$ cat src/rtl/gf_pkg.sv
// gf_pkg
// Shared types and constants for the GF(2^N) exponentiation controller.
//   powState_e   : controller states IDLE / RUN / DONE
//   GF_ONE       : multiplicative identity, cast to N bits at the use site
//   invExponent  : exponent 2^N-2 whose power of x is x^-1 for x != 0
package gf_pkg;

   typedef enum logic [1:0] {
      IDLE = 2'd0,
      RUN  = 2'd1,
      DONE = 2'd2
   } powState_e;

   localparam int GF_ONE = 1;

   // By Fermat's little theorem in GF(2^N), x^(2^N-1) = 1, so x^(2^N-2) = x^-1.
   function automatic int invExponent(input int n);
      return (1 << n) - 2;
   endfunction

endpackage

$ cat src/rtl/GF_square.sv
// GF_square
// Combinational squaring in GF(2^N), reduced modulo a full (N+1)-bit
// polynomial.
//   in   [N-1:0] : field element
//   prim [N:0]   : reduction polynomial, bit N expected set
//   out  [N-1:0] : in^2 mod prim
module GF_square #(
   parameter int N = 8
) (
   input  logic [N-1:0] in,
   input  logic [N:0]   prim,
   output logic [N-1:0] out
);

   logic [2*N-2:0] spread;

   // Squaring in characteristic 2 only spreads the bits apart (cross terms
   // cancel). The top bits are then folded back from the MSB downward.
   always_comb begin
      spread = '0;
      for (int i = 0; i < N; i++) begin
         spread[2*i] = in[i];
      end
      for (int i = 2*N-2; i >= N; i--) begin
         if (spread[i]) begin
            spread = spread ^ ((2*N-1)'(prim) << (i - N));
         end
      end
      out = spread[N-1:0];
   end

endmodule

$ cat src/rtl/gf_mult.sv
// gf_mult
// Combinational N-bit multiplier in GF(2^N) using shift-and-add.
//   in1  [N-1:0] : multiplicand
//   in2  [N-1:0] : multiplier
//   prim [N-1:0] : low N bits of the reduction polynomial (bit N implied)
//   out  [N-1:0] : in1 * in2 mod prim
module gf_mult #(
   parameter int N = 8
) (
   input  logic [N-1:0] in1,
   input  logic [N-1:0] in2,
   input  logic [N-1:0] prim,
   output logic [N-1:0] out
);

   logic [N-1:0] partial;
   logic [N-1:0] shifted;

   // shifted holds in1 * x^i, kept reduced. When a 1 falls off the top on
   // the shift, the implied x^N is replaced by the low polynomial bits.
   always_comb begin
      partial = '0;
      shifted = in1;
      for (int i = 0; i < N; i++) begin
         if (in2[i]) begin
            partial = partial ^ shifted;
         end
         shifted = shifted[N-1] ? ((shifted << 1) ^ prim) : (shifted << 1);
      end
      out = partial;
   end

endmodule

$ cat src/rtl/gf_pow_ctrl.sv
// gf_pow_ctrl
// Computes base^exp in GF(2^N) by MSB-first square-and-multiply. It handles
// one exponent bit per clock, so latency is fixed at EW RUN cycles plus one
// DONE cycle.
//   clk, rst_n     : clock, asynchronous active-low reset
//   start          : request, sampled only while IDLE
//   base [N-1:0]   : element to exponentiate
//   exp  [EW-1:0]  : unsigned exponent
//   prim [N:0]     : reduction polynomial
//   inv            : inverse request (used only with GF_POW_INV_EN)
//   busy           : high during the EW RUN cycles
//   done           : one-cycle pulse; out is valid
//   out  [N-1:0]   : result, held until the next done
// Build option: define GF_POW_INV_EN so that inv=1 replaces exp with 2^N-2.
module gf_pow_ctrl
   import gf_pkg::*;
#(
   parameter int N  = 8,
   parameter int EW = 8
) (
   input  logic          clk,
   input  logic          rst_n,
   input  logic          start,
   input  logic [N-1:0]  base,
   input  logic [EW-1:0] exp,
   input  logic [N:0]    prim,
   input  logic          inv,
   output logic          busy,
   output logic          done,
   output logic [N-1:0]  out
);

   localparam int CW = (EW > 1) ? $clog2(EW) : 1;

   powState_e      state_q, state_d;
   logic [N-1:0]   acc_q, acc_d;
   logic [CW-1:0]  cnt_q, cnt_d;
   logic [N-1:0]   base_q, base_d;
   logic [EW-1:0]  exp_q, exp_d;
   logic [N:0]     prim_q, prim_d;
   logic [N-1:0]   out_q, out_d;

   logic [EW-1:0]  expSel;
   logic [N-1:0]   sq;
   logic [N-1:0]   prod;

`ifdef GF_POW_INV_EN
   // The inverse exponent must fit in the exponent register.
   generate
      if (EW < N) begin : gInvWidthCheck
         $error("gf_pow_ctrl: GF_POW_INV_EN needs EW >= N");
      end
   endgenerate

   assign expSel = inv ? EW'(invExponent(N)) : exp;
`else
   logic unusedInv;
   assign unusedInv = inv;
   assign expSel    = exp;
`endif

   GF_square #(.N(N)) uSquare (
      .in   (acc_q),
      .prim (prim_q),
      .out  (sq)
   );

   gf_mult #(.N(N)) uMult (
      .in1  (sq),
      .in2  (base_q),
      .prim (prim_q[N-1:0]),
      .out  (prod)
   );

   // State and datapath registers. Reset returns everything to zero and
   // drops any run in progress without issuing done.
   always_ff @(posedge clk or negedge rst_n) begin
      if (!rst_n) begin
         state_q <= IDLE;
         acc_q   <= '0;
         cnt_q   <= '0;
         base_q  <= '0;
         exp_q   <= '0;
         prim_q  <= '0;
         out_q   <= '0;
      end else begin
         state_q <= state_d;
         acc_q   <= acc_d;
         cnt_q   <= cnt_d;
         base_q  <= base_d;
         exp_q   <= exp_d;
         prim_q  <= prim_d;
         out_q   <= out_d;
      end
   end

   // Next-state logic. start is ignored outside IDLE, so nothing is queued.
   always_comb begin
      state_d = state_q;
      unique case (state_q)
         IDLE:    if (start) state_d = RUN;
         RUN:     if (cnt_q == '0) state_d = DONE;
         DONE:    state_d = IDLE;
         default: state_d = IDLE;
      endcase
   end

   // Datapath. Operands are captured at acceptance, so input changes during
   // a run have no effect. The final step writes out directly, which makes
   // out valid in the same cycle that done is high.
   always_comb begin
      acc_d  = acc_q;
      cnt_d  = cnt_q;
      base_d = base_q;
      exp_d  = exp_q;
      prim_d = prim_q;
      out_d  = out_q;
      unique case (state_q)
         IDLE: begin
            if (start) begin
               base_d = base;
               exp_d  = expSel;
               prim_d = prim;
               acc_d  = N'(GF_ONE);
               cnt_d  = CW'(EW - 1);
            end
         end
         RUN: begin
            acc_d = exp_q[cnt_q] ? prod : sq;
            if (cnt_q == '0) begin
               out_d = acc_d;
            end else begin
               cnt_d = cnt_q - 1'b1;
            end
         end
         default: begin
         end
      endcase
   end

   // Outputs are decoded from the registered state.
   always_comb begin
      busy = (state_q == RUN);
      done = (state_q == DONE);
      out  = out_q;
   end

endmodule
$ cat config.mk
export PLATFORM = sky130hd
export DESIGN_NAME = gf_pow_ctrl
export DESIGN_NICKNAME = d
export VERILOG_FILES = /design/src/rtl/gf_pkg.sv /design/src/rtl/GF_square.sv /design/src/rtl/gf_mult.sv /design/src/rtl/gf_pow_ctrl.sv
export SDC_FILE = /design/constraint.sdc
export NUM_CORES = 1
export LEC_CHECK = 0
export CAP_MARGIN = 20
export CORE_UTILIZATION = 30
export DETAILED_ROUTE_END_ITERATION = 8
export PLACE_DENSITY = 0.46
export SYNTH_ARGS = -nofsm -noshare
export SYNTH_HDL_FRONTEND = slang
export SYNTH_SLANG_ARGS = --single-unit
$ cat constraint.sdc
create_clock -name clk -period 7.55 [get_ports clk]
set_input_delay 1.51 -clock clk [delete_from_list [all_inputs] [get_ports clk]]
set_output_delay 1.51 -clock clk [all_outputs]
set_load 0.02 [all_outputs]
==> results of run 1 <==
-- worst reg2reg max path, cell delays in order (launching register included) --
cell and delay (ns):
dfrtp_2 0.52, buf_4 0.38, nand2_1 0.13, nor2_1 0.28
o21ai_0 0.28, xnor2_2 0.27, nor4_1 0.44, nor3_1 0.19
o21ai_1 0.39, a21oi_1 0.18, a2111oi_4 0.36, xnor3_1 0.53
xor2_2 0.27, buf_4 0.26, and2_4 0.21, a221o_1 0.39
nor3_2 0.52, nor2_2 0.08, xnor3_1 0.44, and3_1 0.22
or4_1 0.47, nand3_1 0.10
-- routing by layer --
| layer | up-vias | GRT usage |
|---|---|---|
| li1 | 2764 | - |
| met2 | 185 | 0.345 |
| met3 | 31 | 0.0175 |
| met5 | - | 0 |
| met1 | 2827 | 0.268 |
| met4 | 0 | 0.0798 |
-- per-stage QoR --
step / setup WS [ns] / area (um2) / instances / util
after floorplan: 1.71 / 6060 / 761 / -
after global placement: 0.788 / 6720 / 1038 / 0.342
after detailed placement: 0.709 / 6720 / 1038 / 0.342
after CTS: 0.665 / 6870 / 1046 / 0.350
after global routing: 0.160 / 6870 / 1046 / 0.350
final: 0.582 / 6870 / 1046 / 0.350
-- registers in the layout, indices dropped and copies added, names as in the netlist --
signal / flops
acc_q: 8
prim_q: 8
base_q: 8
out: 8
cnt_q: 3
exp_q: 8
state_q: 2
-- synthesized netlist by cell type (10+ instances only) --
| master | count |
|---|---|
| clkbuf_1 | 28 |
| nor2_1 | 43 |
| dfrtp_1 | 45 |
| nand2b_1 | 12 |
| xnor2_1 | 62 |
| inv_1 | 19 |
| xnor3_1 | 16 |
| a22oi_1 | 14 |
| xor2_1 | 30 |
| a211oi_1 | 11 |
| buf_4 | 10 |
| a21oi_1 | 33 |
| nand3_1 | 27 |
| nand2_1 | 116 |
| o21ai_0 | 47 |
| mux2_2 | 13 |
| nor3_1 | 24 |
-- cell type report --
class | instances | area [um2] | share of cell area
clock inverters | 2 | 17.5 | 0.00255
multi-input cells | 643 | 4620 | 0.672
flip-flops and latches | 45 | 1130 | 0.164
clock buffers | 6 | 139 | 0.0202
well taps | 265 | 332 | 0.0483
repair buffers | 62 | 551 | 0.0801
inverters | 23 | 86.3 | 0.0126
-- cell usage in the layout (no fill, tap or decap), types with 13 or more instances in the layout --
cell / n
o21ai_0: 47
nor3_1: 24
clkdlybuf4s50_1: 35
nand3_1: 27
buf_4: 26
mux2_2: 13
dfrtp_1: 44
nand2_1: 116
a21oi_1: 33
inv_1: 19
xnor2_1: 62
nor2_1: 43
xor2_1: 29
xnor3_1: 16
a22oi_1: 14
-- kinds of logic after synthesis --
logic type	after synthesis
xor+xnor	120
mux	25
fa+ha+maj	2
simple gates	297
compound gates	199
flops	45
buf+inv	73
-- worst paths after layout --
| path | startpoint | to | slack, ns | cells past startpoint |
|---|---|---|---|---|
| setup / recovery | prim_q[7] | out[7] | 0.58 | 21 |
| min in group asynchronous | rst_n | base_q[3] | 1.31 | 2 |
| hold reg to reg | exp_q[6] | exp_q[6] | 0.51 | 1 |
| hold / removal | exp_q[6] | exp_q[6] | 0.51 | 1 |
| setup reg to reg | prim_q[7] | out[7] | 0.58 | 21 |
| max in group asynchronous | rst_n | prim_q[7] | 5.78 | 2 |
==> metrics.cfg, run 1 <==
[outcome]
status=finished, final reports clean

[timing]
fin_crit_ns=6.97
tightest_slew_ns=0.778
setup-violations-final=0
rsz0062_at_grt=false
hold_violations=0
slew_headroom=0.478
slew_violations=0
finalClockSkew_ns=0.0119
fin_hold_ws_ns=0.510
max_freq_mhz=144
finalCritPeriodShare=0.923
tns_ns=0

[setup_path]
end_kind=register
critical_path_peak_fanout=29
worstSetupPathType=reg2reg
slowest_delay_ns=0.53
slowest_stage=xnor3_1
crit_buf_inv=2
worstPathRequired_ns=7.77
cp_cell_sequence=buf_4 -> nand2_1 -> nor2_1 -> o21ai_0 -> xnor2_2 -> nor4_1 -> nor3_1 -> o21ai_1 -> a21oi_1 -> a2111oi_4 -> xnor3_1 -> xor2_2 -> buf_4 -> and2_4 -> a221o_1 -> nor3_2 -> nor2_2 -> xnor3_1 -> and3_1 -> or4_1 -> nand3_1
critPathArrivalTime_ns=7.19
cp-start-kind=register
crit_family=simple AND/OR/NAND/NOR gates

[finish]
syn2layout_area_growth_pct=13.3
nNetsFinal=811
diodes=0
drive_gt1_frac=0.117
nFillCells=2121

[route]
wl_met2_um=9560
viasPerCell=5.55
first_pass_iters=5
wl_met3_um=861
ant_nets=0
drt-met1-wl_um=9470
top_layer=met4
drt_iter0_markers=370
drc=0
wl_per_cell_um=19.6
vias=5807
totalWireLength_um=20500

[placed_design]
hpwl_um=15700
io_buffer_count=36
finalWeightedCongestion=0.883

[clock_network]
cts_buffers=5
cts_resized=0
cts_buffer_depth=2
cts_tree=built
cts_setup_buffers=0
cts_root_buf=clkbuf_16
clk_latency_ns=0.29
cts_sinks=45
htree_levels=2
path_clk_slew_ns=0.07
holdBufCountCts=0

[synth]
muxShareOfSynthArea=0.0495
synth_edf_count=0
synth_top_family_by_area=simple AND/OR/NAND/NOR gates
syn_area_per_cell_um2=7.97
yosys.area_share.simple=0.244
yosysUniqueCellTypes=94
seq_area_frac_synth=0.186
async_flop_share=1.00
netlist_area_um2=6060
yosysTopAreaCell=dfrtp_1
synth_seq_cells=45
netlist.area_leader.share=0.186
synth_nets=792
yosys_warnings=0
synth_xor_area_frac=0.233
synth_cells=761
synth-main-ff-cell=dfrtp_1
synth_fa_ha_area_frac=0.00413
synth-compound-area-share=0.229
synthTopCellsByArea=dfrtp_1, xnor2_1, nand2_1

[floorplan]
dieArea_um2=20800
core_area_um2=19700
num_io_pins=39
die-height_um=144
chipWidth_um=144
initial_core_util=0.309
rows=51

[grt]
grt_use_total=0.204
grt_max_degree=46
grt_pass1_wl_um=32300
antenna_found_initial=0
grt_pass1_vias=5763
grt.overflow.total=0

[flow_run]
maxCapViolCount=0

[min_path]
hold_class=reg2reg

Power of run 1 is not shown: default switching activity piles up to over one toggle a cycle in this logic, so the estimate is an artifact.
==> run 2: changes to the inputs <==
- RECOVER_POWER: not set -> 100
- clock period: 7.55 -> 7.75 ns (I/O delays scaled with it)
==> run 2 against run 1 <==
Net effect:
- the run now ends with capacitance limit, slew limit left
- clock skew is 0.0046 ns lower
- worst setup slack worse by 0.018 ns
- register-to-register slack got worse by 0.02 ns
- critical path type unchanged
- sequential share of layout area is 0.18 points higher
- highest routed layer unchanged
- maximum frequency shrank 3.0%
==> metrics.cfg, run 2 (synthesized netlist as in run 1, its figures left out) <==
[grt]
grt_use_met3=0.0205  ; +0.00298
met1_usage=0.279  ; +0.0101
grt_use_total=0.205  ; +0.00101
antenna_found_initial=0  ; unchanged
grt_max_degree=46  ; unchanged
busiest_layer=met2
grt_pass1_wl_um=32400  ; +0.38%
grt.overflow.total=0  ; unchanged
grtUsageMet2=0.344  ; -0.00102
grt_pass1_vias=5603  ; -2.8%

[route]
drc=0  ; unchanged
ant_nets=0  ; unchanged
totalWireLength_um=20600  ; +0.41%
first_pass_iters=5  ; unchanged
wl_per_cell_um=19.7  ; +0.61%
vias=5803  ; -0.069%
drt_iter0_markers=343  ; -7.3%
viasPerCell=5.56  ; +0.12%

[setup_path]
cp-start-kind=register
worstPathRequired_ns=7.97  ; +0.20 ns
crit_path_frequent_cell=xnor3_1
critical_path_peak_fanout=29  ; unchanged
cp_cell_sequence=and3b_1 -> o21ai_1 -> xnor3_2 -> xnor2_1 -> nor4_1 -> o21ai_0 -> nand2_1 -> xnor3_1 -> a211o_2 -> a21oi_2 -> xor3_2 -> and2_4 -> a221o_1 -> nor3_2 -> nor2_2 -> xnor3_1 -> and3_1 -> or4_1 -> nand3_1
worstSetupPathType=reg2reg
slowest_delay_ns=0.77  ; +0.24 ns
slowest_stage=dfrtp_2
critPathArrivalTime_ns=7.41  ; +0.22 ns
end_kind=register

[timing]
max_freq_mhz=139  ; -3.0%
slew_violations=46  ; +46
slew_headroom=-0.736  ; -1.21
rsz0062_at_grt=false
tns_ns=0  ; unchanged
hold_violations=0  ; unchanged
finalCritPeriodShare=0.927  ; +0.00425
setup-violations-final=0  ; unchanged
tightest_slew_ns=2.60  ; +1.83 ns
fin_crit_ns=7.19  ; +0.218 ns
finalClockSkew_ns=0.00731  ; -0.00456 ns
worst_slack_ns=0.564  ; -0.0176 ns

[floorplan]
rows=51  ; unchanged
dieArea_um2=20800  ; unchanged
chipWidth_um=144  ; unchanged
core_area_um2=19700  ; unchanged
die-height_um=144  ; unchanged
num_io_pins=39  ; unchanged
initial_core_util=0.309  ; unchanged

[outcome]
violations=capacitance limit, slew limit
status=complete, but fails checks

[finish]
final_common_cell=nand2_1
diodes=0  ; unchanged
drive_gt1_frac=0.103  ; -0.0138
nNetsFinal=809  ; -0.25%
fin_area_um2=6800  ; -1.1%
layout_common_cells=nand2_1, xnor2_1, o21ai_0
syn2layout_area_growth_pct=12.1
finalNonFillerCells=1044  ; -0.19%
nFillCells=2139  ; +0.85%

[flow_run]
maxCapViolCount=1  ; +1

[clock_network]
cts_setup_buffers=0  ; unchanged
cts_sinks=45  ; unchanged
cts_buffer_depth=2  ; unchanged
clk_latency_ns=0.29  ; about the same
path_clk_slew_ns=0.07  ; about the same
cts_resized=0  ; unchanged
cts_tree=built
holdBufCountCts=0  ; unchanged
cts_buffers=5  ; unchanged
cts_root_buf=clkbuf_16
htree_levels=2  ; unchanged

[min_path]
hold_class=reg2reg

[placed_design]
io_buffer_count=36  ; unchanged
place_area_um2=6700  ; -0.22%
finalWeightedCongestion=0.855  ; -3.1%
dp_slack_ns=0.829  ; +0.120 ns
dpl.cell_count=1036  ; -0.19%
hpwl_um=15800  ; +0.75%

run 2: worst max-delay path: cells and delay by family, from the launching register on:
family          cells  cell delay (ns)
simple gates        9             2.83
xor+xnor            5             2.21
compound gates      5             1.30
flops               1             0.77
run 2: path summary, 6_finish.rpt:
path                                start   endpoint  slack (ns)  cells after the start
worst max-delay path            prim_q[7]     out[7]        0.56                     19
worst min-delay path               out[0]     out[0]        0.50                      2
worst max register to register  prim_q[7]     out[7]        0.56                     19
worst min register to register     out[0]     out[0]        0.50                      2
max in group asynchronous           rst_n  prim_q[7]        3.91                      2
min in group asynchronous           rst_n  base_q[4]        2.16                      2
run 2: metrics by stage:
step | utilization | hold slack (ns)
4_1_cts | 0.348 | 0.512
2_1_floorplan | - | 0.468
3_3_place_gp | 0.341 | 0.488
3_5_place_dp | 0.341 | 0.476
5_1_grt | 0.346 | 0.527
6_report | 0.346 | 0.499
run 2: final cells by class:
class | instances | area [um2] | area share
clock buffer | 6 | 129 | 0.0190
inverter | 23 | 86.3 | 0.0127
clock inverter | 2 | 13.8 | 0.00202
tap | 265 | 332 | 0.0488
sequential | 45 | 1130 | 0.166
timing repair buffer | 60 | 524 | 0.0771
multi-input combinational | 643 | 4590 | 0.675
run 2: routing by layer:
layer,vias up,share of wire
met3,17,0.050
met1,2854,0.46
met4,0,0.017
met5,-,0
met2,166,0.47
li1,2766,-
Power of run 2 is left out for the same reason.
==> run 3: changes to the inputs <==
- PLACE_DENSITY: 0.46 -> not set
- PLACE_DENSITY_LB_ADDON: not set -> 0.05
- clock period: 7.75 -> 6.92 ns (I/O delays scaled with it)
==> run 3 against run 2 <==
Net effect:
- the run still ends with capacitance limit, slew limit left
- first-iteration DRC count up 5.0%
- register-to-register slack worse by 0.22 ns
- utilization rose by 1.0 points
- design area increased by 2.9%
- die area did not move
- clock skew rose by 0.0026 ns
- final cell count increased by 1.3%
- wire length increased by 4.6%
- via count rose by 1.0%
- worst hold slack better by 0.0013 ns
- critical path type unchanged
- largest cell class unchanged
==> metrics.cfg, run 3 (synthesized netlist as in run 1, its figures left out) <==
[timing]
tightest_slew_ns=2.62  ; +0.0159 ns
finalCritPeriodShare=0.950  ; +0.0232
max_freq_mhz=152  ; +9.3%
fin_hold_ws_ns=0.500  ; +0.00131 ns
hold_violations=0  ; unchanged
finalClockSkew_ns=0.00987  ; +0.00255 ns
slew_violations=46  ; unchanged
fin_crit_ns=6.58  ; -0.609 ns
slew_headroom=-0.747  ; -0.0106
setup-violations-final=0  ; unchanged
tns_ns=0  ; unchanged
rsz0062_at_grt=false

[finish]
post-route-util=0.356  ; +0.0101
final_common_cell=nand2_1
nNetsFinal=823  ; +1.7%
nFillCells=2092  ; -2.2%
seq_area_um2=1130  ; unchanged
diodes=0  ; unchanged
drive_gt1_frac=0.126  ; +0.0234
fin_area_um2=7000  ; +2.9%
syn2layout_area_growth_pct=15.4
multi_input_area_um2=4650  ; +1.3%
layout_common_cells=nand2_1, xnor2_1, o21ai_0

[clock_network]
cts_root_buf=clkbuf_16
cts_buffer_depth=2  ; unchanged
cts_tree=built
htree_levels=2  ; unchanged
cts_buffers=5  ; unchanged
clk_latency_ns=0.30  ; about the same
path_clk_slew_ns=0.07  ; about the same
cts_sinks=45  ; unchanged

[floorplan]
chipWidth_um=144  ; unchanged
die-height_um=144  ; unchanged
initial_core_util=0.309  ; unchanged
dieArea_um2=20800  ; unchanged
core_area_um2=19700  ; unchanged
rows=51  ; unchanged
num_io_pins=39  ; unchanged

[outcome]
status=complete, but fails checks
violations=capacitance limit, slew limit

[placed_design]
io_buffer_count=36  ; unchanged
finalWeightedCongestion=0.819  ; -4.2%
place_area_um2=6810  ; +1.6%
hpwl_um=16400  ; +4.1%

[setup_path]
worstSetupPathType=reg2reg
critical_path_peak_fanout=21  ; -28%
critPathArrivalTime_ns=6.76  ; -0.65 ns
end_kind=register
slowest_stage=or4_1
cp-start-kind=register
crit_path_frequent_cell=buf_4
crit_family=XOR/XNOR gates
worstPathRequired_ns=7.10  ; -0.87 ns
crit_buf_inv=3  ; +3
slowest_delay_ns=0.55  ; -0.22 ns
cp_cell_sequence=buf_4 -> nand2b_1 -> a2bb2oi_1 -> a21oi_1 -> xor3_1 -> xnor2_2 -> xnor3_1 -> or4_4 -> a31oi_2 -> a211o_2 -> a21oi_2 -> xor3_2 -> buf_4 -> nand2_1 -> a21oi_1 -> nor3_2 -> buf_4 -> or4_1 -> a211oi_1 -> nor3_1 -> mux2i_1 -> nand2_1

[route]
vias=5861  ; +1.0%
drt_iter0_markers=360  ; +5.0%
totalWireLength_um=21600  ; +4.6%
drc=0  ; unchanged
first_pass_iters=6  ; +1
viasPerCell=5.54  ; -0.34%
wl_per_cell_um=20.4  ; +3.2%
ant_nets=0  ; unchanged

[grt]
antenna_found_initial=0  ; unchanged
grt_max_degree=46  ; unchanged
grt_pass1_vias=5722  ; +2.1%
grt_use_total=0.219  ; +0.0142
grt_pass1_wl_um=34200  ; +5.7%
grt.overflow.total=0  ; unchanged

[flow_run]
maxCapViolCount=1  ; unchanged

[min_path]
hold_class=reg2reg

## run 3: cell count changes in the layout (fill, tap and decap cells not counted), sizes merged
cell	before	now
buf	22	36
bufinv	0	1
clkbuf	9	8
clkinv	4	3
clkinvlp	0	1
## run 3: worst min-delay path: cells and delay by family, from the launching register on
family / cells / cell delay [ns]
flops: 1 / 0.35
compound gates: 1 / 0.06
simple gates: 1 / 0.05
## run 3: final timing paths
path	start	cells past startpoint	to	slack [ns]
setup reg to reg	acc_q[7]	22	acc_q[5]	0.34
max in group asynchronous	rst_n	2	prim_q[7]	3.23
min in group asynchronous	rst_n	2	base_q[5]	1.98
setup / recovery	acc_q[7]	22	acc_q[5]	0.34
hold reg to reg	out[0]	2	out[0]	0.50
hold / removal	out[0]	2	out[0]	0.50
## run 3: stage by stage
step           worst slack [ns]  std cells
6_report                  0.344       1058
5_1_grt                0.000568       1058
4_1_cts                   0.214       1058
3_5_place_dp              0.276       1050
3_3_place_gp              0.296       1050
2_1_floorplan              1.08        761
## run 3: repair_timing
item,in CTS,in global routing
resized for setup,0,5
hold buffers,0,0
buffers inserted,0,0
endpoints found under the setup margin,0,10
## run 3: layout make-up
class,instances,share of cell area
repair buffers,74,0.0899
inverters,23,0.0123
clock inverters,3,0.00697
well taps,265,0.0474
flip-flops and latches,45,0.161
clock buffers,5,0.0179
multi-input cells,643,0.664
## run 3: layer usage
metal | global-route usage | vias to the layer above | part of all wire
li1 | - | 2790 | -
met1 | 0.315 | 2868 | 0.48
met2 | 0.351 | 178 | 0.46
met3 | 0.0152 | 25 | 0.042
met4 | 0.0620 | 0 | 0.019
met5 | 0 | - | 0
Power of run 3 is left out for the same reason.
